`src/rtl/sr_shift_ctrl.sv`:
```
`default_nettype none
// ============================================================================
//  Module      : sr_shift_ctrl
//  Description : Serializes a parallel word MSB-first into an external serial
//                shift register and deserializes what comes back out of it.
//                It then reports the returned word and whether it differs
//                from the word that was sent.
//  Revision    : 1.0 - initial release
// ============================================================================
module sr_shift_ctrl #(
    parameter int WIDTH = 8,
    parameter int DEPTH = 4
) (
    input  logic             clk,
    input  logic             reset,
    input  logic             in_valid,
    output logic             in_ready,
    input  logic [WIDTH-1:0] in_data,
    output logic             sr_in,
    input  logic             sr_out,
    output logic             out_valid,
    input  logic             out_ready,
    output logic [WIDTH-1:0] out_data,
    output logic             err
);

    // Counter spans 0..WIDTH+DEPTH-1 over one transfer.
    localparam int CW = $clog2(WIDTH + DEPTH);

    localparam logic [CW-1:0] c_shift_last = CW'(WIDTH - 1);
    localparam logic [CW-1:0] c_cap_first  = CW'(DEPTH);
    localparam logic [CW-1:0] c_drain_last = CW'(WIDTH + DEPTH - 1);

    localparam logic [1:0] c_idle  = 2'd0;
    localparam logic [1:0] c_shift = 2'd1;
    localparam logic [1:0] c_drain = 2'd2;
    localparam logic [1:0] c_done  = 2'd3;

    logic [1:0]       state_q, state_d;
    logic [CW-1:0]    cnt_q;
    logic [WIDTH-1:0] tx_q;
    logic [WIDTH-1:0] cap_q, cap_d;
    logic [WIDTH-1:0] out_data_q;
    logic             err_q;
    logic [WIDTH-1:0] tx_shifted;
    logic             busy;

    assign busy = (state_q == c_shift) || (state_q == c_drain);

    // State register.
    always_ff @(posedge clk or negedge reset) begin
        if (!reset) begin
            state_q <= c_idle;
        end else begin
            state_q <= state_d;
        end
    end

    // Next-state logic: transitions are keyed on the transfer counter.
    always_comb begin
        state_d = state_q;
        case (state_q)
            c_idle:  if (in_valid)                 state_d = c_shift;
            c_shift: if (cnt_q == c_shift_last)    state_d = c_drain;
            c_drain: if (cnt_q == c_drain_last)    state_d = c_done;
            c_done:  if (out_ready)                state_d = c_idle;
            default:                               state_d = c_idle;
        endcase
    end

    // Outputs decoded from state; sr_in picks transmit bit WIDTH-1-cnt.
    always_comb begin
        tx_shifted = tx_q << cnt_q;
        in_ready   = (state_q == c_idle);
        out_valid  = (state_q == c_done);
        sr_in      = (state_q == c_shift) ? tx_shifted[WIDTH-1] : 1'b0;
    end

    // Capture window: the bit sent at count c returns DEPTH cycles later, so
    // samples are taken for counts DEPTH..DEPTH+WIDTH-1 in SHIFT or DRAIN.
    always_comb begin
        cap_d = cap_q;
        if (busy && (cnt_q >= c_cap_first) && (cnt_q <= c_drain_last)) begin
            cap_d = {cap_q[WIDTH-2:0], sr_out};
        end
    end

    // Datapath: transmit latch, counter, capture and held result registers.
    always_ff @(posedge clk or negedge reset) begin
        if (!reset) begin
            cnt_q      <= '0;
            tx_q       <= '0;
            cap_q      <= '0;
            out_data_q <= '0;
            err_q      <= 1'b0;
        end else begin
            if ((state_q == c_idle) && in_valid) begin
                tx_q  <= in_data;
                cnt_q <= '0;
            end else if (busy) begin
                cnt_q <= cnt_q + CW'(1);
            end
            cap_q <= cap_d;
            // Results are frozen on DONE entry so they persist outside DONE.
            if ((state_q == c_drain) && (cnt_q == c_drain_last)) begin
                out_data_q <= cap_d;
                err_q      <= (cap_d != tx_q);
            end
        end
    end

    assign out_data = out_data_q;
    assign err      = err_q;

endmodule
`default_nettype wire

```
`config.mk`:
```
export PLATFORM = sky130hd
export DESIGN_NAME = sr_shift_ctrl
export DESIGN_NICKNAME = d
export VERILOG_FILES = /design/src/rtl/sr_shift_ctrl.sv
export SDC_FILE = /design/constraint.sdc
export NUM_CORES = 1
export LEC_CHECK = 0
export ABC_AREA = 1
export ABC_CLOCK_PERIOD_IN_PS = 5100
export BUFFER_PORTS_ARGS = -buffer_cell sky130_fd_sc_hd__buf_4
export CORE_ASPECT_RATIO = 0.6
export CORE_MARGIN = 3
export CORE_UTILIZATION = 40
export DETAILED_ROUTE_END_ITERATION = 12
export SLEW_MARGIN = 20
export SYNTH_ARGS = -nofsm -noshare
export SYNTH_HDL_FRONTEND = slang
export SYNTH_SLANG_ARGS = --single-unit
```
`constraint.sdc`:
```
create_clock -name clk -period 5.1 [get_ports clk]
set_input_delay 0.765 -clock clk [delete_from_list [all_inputs] [get_ports clk]]
set_output_delay 0.765 -clock clk [all_outputs]
set_load 0.01 [all_outputs]
```
Yosys cells after proc, flatten, opt, wreduce, memory -nomap -nowiden --
Index checks and enable logic that the tools add are counted.
Operators by class: add/subtract/negate cells 1, $mul 0, div/mod/pow operators 0, order comparisons 2, eq/ne operators 10, shifts and indexed selects 1, mux-type cells 9, bitwise operators 0, reduce and logical (&&, ||, !) cells 8
Operators by type and width (number):
- $mux 2 | 4
- $mux 4 | 2
- $mux 8 | 1
- $ne 8x8->1 | 1
- $pmux 2 s4 | 1
- $shl 8x4->8 | 1
- $ne 2x1->1 const B | 3
- $add 4x1->4 const B | 1
- $eq 2x2->1 const B | 2
- $eq 4x3->1 const B | 1
- $eq 4x4->1 const B | 1
- $ge 4x3->1 const B | 1
- $le 4x4->1 const B | 1
- $logic_and 1x1->1 | 4
- $reduce_and 4->1 | 1
- $eq 2x1->1 const B | 1
- $logic_not 2->1 | 1
- $ne 2x2->1 const B | 1
- $reduce_bool 2->1 | 1
- $logic_or 1x1->1 | 1
- $mux 1 | 1
Word-level totals: flip-flop bits (word level) 31, bits in latches 0, RAM bits 0, memory bits (read-only) 0, output and inout port bits 12, word-level logic and storage cells 37, memories kept 0

Depth between registers and ports, before layout --
word-level depth 6, gate-level depth with buffers 12

Least setup slack after synthesis --
No wires, ideal clock.
path type register to output, start reg cnt_q[0], end out sr_in, arrival time 1.084 ns, slack 3.251 ns, cell stages (with the launch flop) 7, buffers on the path 0, cell sequence dfrtp_1 inv_1 a21oi_1 o21ai_0 o211ai_1 nand3_1 a31oi_1
On the way: cells in the longest elaborated chain, start to end 2
RTL lines:
- start, declared | RTL line 40 | logic [CW-1:0] cnt_q;
- start signal, assigned | RTL line 101 | cnt_q <= cnt_q + CW'(1);
- $shl 8x4->8 | RTL line 73 | tx_shifted = tx_q << cnt_q;
- $mux 1 | RTL line 76 | sr_in = (state_q == c_shift) ? tx_shifted[WIDTH-1] : 1'b0;
- end, declared | RTL line 19 | output logic sr_in,
No other way between the ends.

Worst setup path in the final report --
Ends and elaborated chain as after synthesis.

==> qor.yml <==
floorplan:
  fp.dieArea_um2: 4950
  io_pins: 25
  die_height_um: 55.7
  core_um2: 3810
  die_x_um: 88.9
  floorplan.initialDensity_pct: 43.3
  placement_rows: 17
power_and_ir_drop:
  leakage_uw: 0.00103
  power_uw: 1390
  power.density_nw_per_um2: 705
  vdd_drop_max_uv: 245
setup_path:
  cp-start-kind: "flip-flop"
  crit_arrival_ns: 1.64
  cp-startpoint: "cnt_q[0]"
  rr_startpoint: "state_q[1]"
  end_kind: "primary output"
  worstSetupPathType: "reg2out"
  required_ns: 4.34
  path_max_fanout: 6
timing:
  max_slew_margin_pct: 68.6
  hold_ws_ns: 0.406
  maxSlewViolCount: 0
  finalCriticalPeriod_ns: 2.41
  tightestPinTransition_ns: 0.471
  rsz0062_at_grt: "no"
  skew_ns: 0.00550
  fmax_mhz: 416
  period_share_pct: 47.2
  setup_viol: 0
  fin_setup_tns_ns: 0
  hold_viol: 0
drt:
  vias: 1370
  wl_met1_um: 2170
  drc: 0
  wl_met2_um: 1270
  antenna_left: 0
  wl_per_cell_um: 12.9
  firstDrtPassIters: 4
  routed_wl_um: 3680
  dr_wl_met3_um: 193
  dr.first_iter.drc_count: 75
  vias_per_cell: 4.82
  top_layer: "met4"
synth:
  yosys.area.top_type_share_pct: 47.1
  syn_area_per_cell_um2: 7.92
  yosys_warnings: 0
  synthesis.nets: 226
  yosysTopAreaCell: "dfrtp_1"
  synth_area_leaders: "dfrtp_1 (47%), nand2_1 (14%), inv_1 (6.6%), o21ai_0 (4.3%), ha_1 (3.8%)"
  syn_inst: 208
  synth_cell_types: 26
  synth_ff_type: "dfrtp_1"
  ys_seq_area_share_pct: 47.1
  yosysMostFrequentCell: "nand2_1"
  syn_area_um2: 1650
  synth_edf_count: 0
  async_flop_share_pct: 100
  ys_ff_latch: 31
  yosys-top-cells-count: "nand2_1 (61), dfrtp_1 (31), inv_1 (29)"
global_routing:
  overflow: 0
  grt_max_degree: 32
  grt_pass1_wl_um: 6170
  grt_pass1_vias: 1254
  grt.total_usage_pct: 16.2
  antenna_found_initial: 0
finish:
  diodes: 0
  drive_gt1_share_pct: 20.7
  layout.nets: 254
  fin_area_um2: 1970
  area_delta_synth_final_pct: 19.4
  utilization_pct: 51.7
place:
  dpl.hpwl_um: 2750
  dpl_cell_area_um2: 1870
  numPortBuffers: 24
  gp_congestion: 0.819
cts:
  insertion_delay_ns: 0.29
  ctsRootBufferMaster: "clkbuf_8"
  post-cts-setup-buffers: 0
  path_clk_slew_ns: 0.07
  cts_tree: "yes"
  clock-sinks: 31
  cts_hold_buf: 0
  clockBufferDepth: 2
  cts_resized: 0
  ctsHtreeMaxLevel: 2
  cts_buffers: 5
job:
  maxCapViolations: 0
run_status:
  status: "finished clean"
hold_path:
  worst_hold_path_type: "in2async"
## path summary, 6_finish.rpt
check	end	slack, ns	cells past startpoint
setup / recovery	sr_in	2.69	7
hold / removal	out_data[7]	0.41	1
setup reg to reg	err	3.01	11
hold reg to reg	out_data[6]	0.48	2
max in group asynchronous	tx_q[5]	4.41	1
min in group clk	out_data[6]	0.48	2
## routing by layer
layer,track usage [%],vias to the layer above
li1,-,723
met1,28.2,609
met2,17.4,31
met3,4.73,7
met4,5.17,0
met5,0,-
## flip-flops by register name, indices dropped and copies added (netlist names)
| signal | count |
|---|---|
| state_q | 2 |
| out_data | 8 |
| cnt_q | 4 |
| cap_q | 8 |
| err | 1 |
| tx_q | 8 |
## stage by stage
stage,std cells,setup WS (ns)
6_report,284,2.69
5_1_grt,284,2.50
4_1_cts,284,2.68
3_5_place_dp,276,3.02
3_3_place_gp,276,3.00
2_1_floorplan,208,3.25
## cell type report
type	count	area, µm²
Fill cell	391	1840
Multi-Input combinational cell	142	733
Inverter	32	120
Sequential cell	31	776
Tap cell	47	58.8
Timing Repair Buffer	24	180
Clock buffer	8	100
## cells by family after synthesis
family	count (synthesis)	synth area share (%)
compound gates	28	9.11
fa+ha+maj	5	3.80
buf+inv	35	8.43
flops	31	47.1
simple gates	109	31.6
## critical path, cell delays in order (launching register included)
cell      delay, ns
dfrtp_1        0.43
inv_1          0.13
a21oi_1        0.15
o21ai_0        0.13
o211ai_1       0.11
nand3_1        0.10
a31oi_1        0.16
buf_4          0.14
## placed cells by master (no fill, tap or decap)
| master | instances |
|---|---|
| clkbuf_8 | 7 |
| ha_1 | 5 |
| nand4_1 | 8 |
| o21ai_1 | 1 |
| clkbuf_1 | 1 |
| a211oi_1 | 1 |
| nor2_2 | 1 |
| nor2_1 | 8 |
| o22ai_1 | 1 |
| inv_2 | 3 |
| nand3_1 | 12 |
| a31oi_1 | 1 |
| dfrtp_1 | 31 |
| nand2_2 | 8 |
| a21oi_1 | 8 |
| nand3_2 | 1 |
| or2_2 | 1 |
| o21ai_0 | 14 |
| nor3_1 | 4 |
| buf_4 | 24 |
| o211ai_1 | 1 |
| nand3b_1 | 1 |
| nand2_1 | 61 |
| inv_1 | 29 |
| nand2_4 | 3 |
| nand3_4 | 1 |
| o31ai_1 | 1 |
## power breakdown
group	switching, µW	internal, µW
sequential	93.6	364
combinational	450	266
clock	91.6	123
No activity file was read; power rests on OpenSTA's default activity.
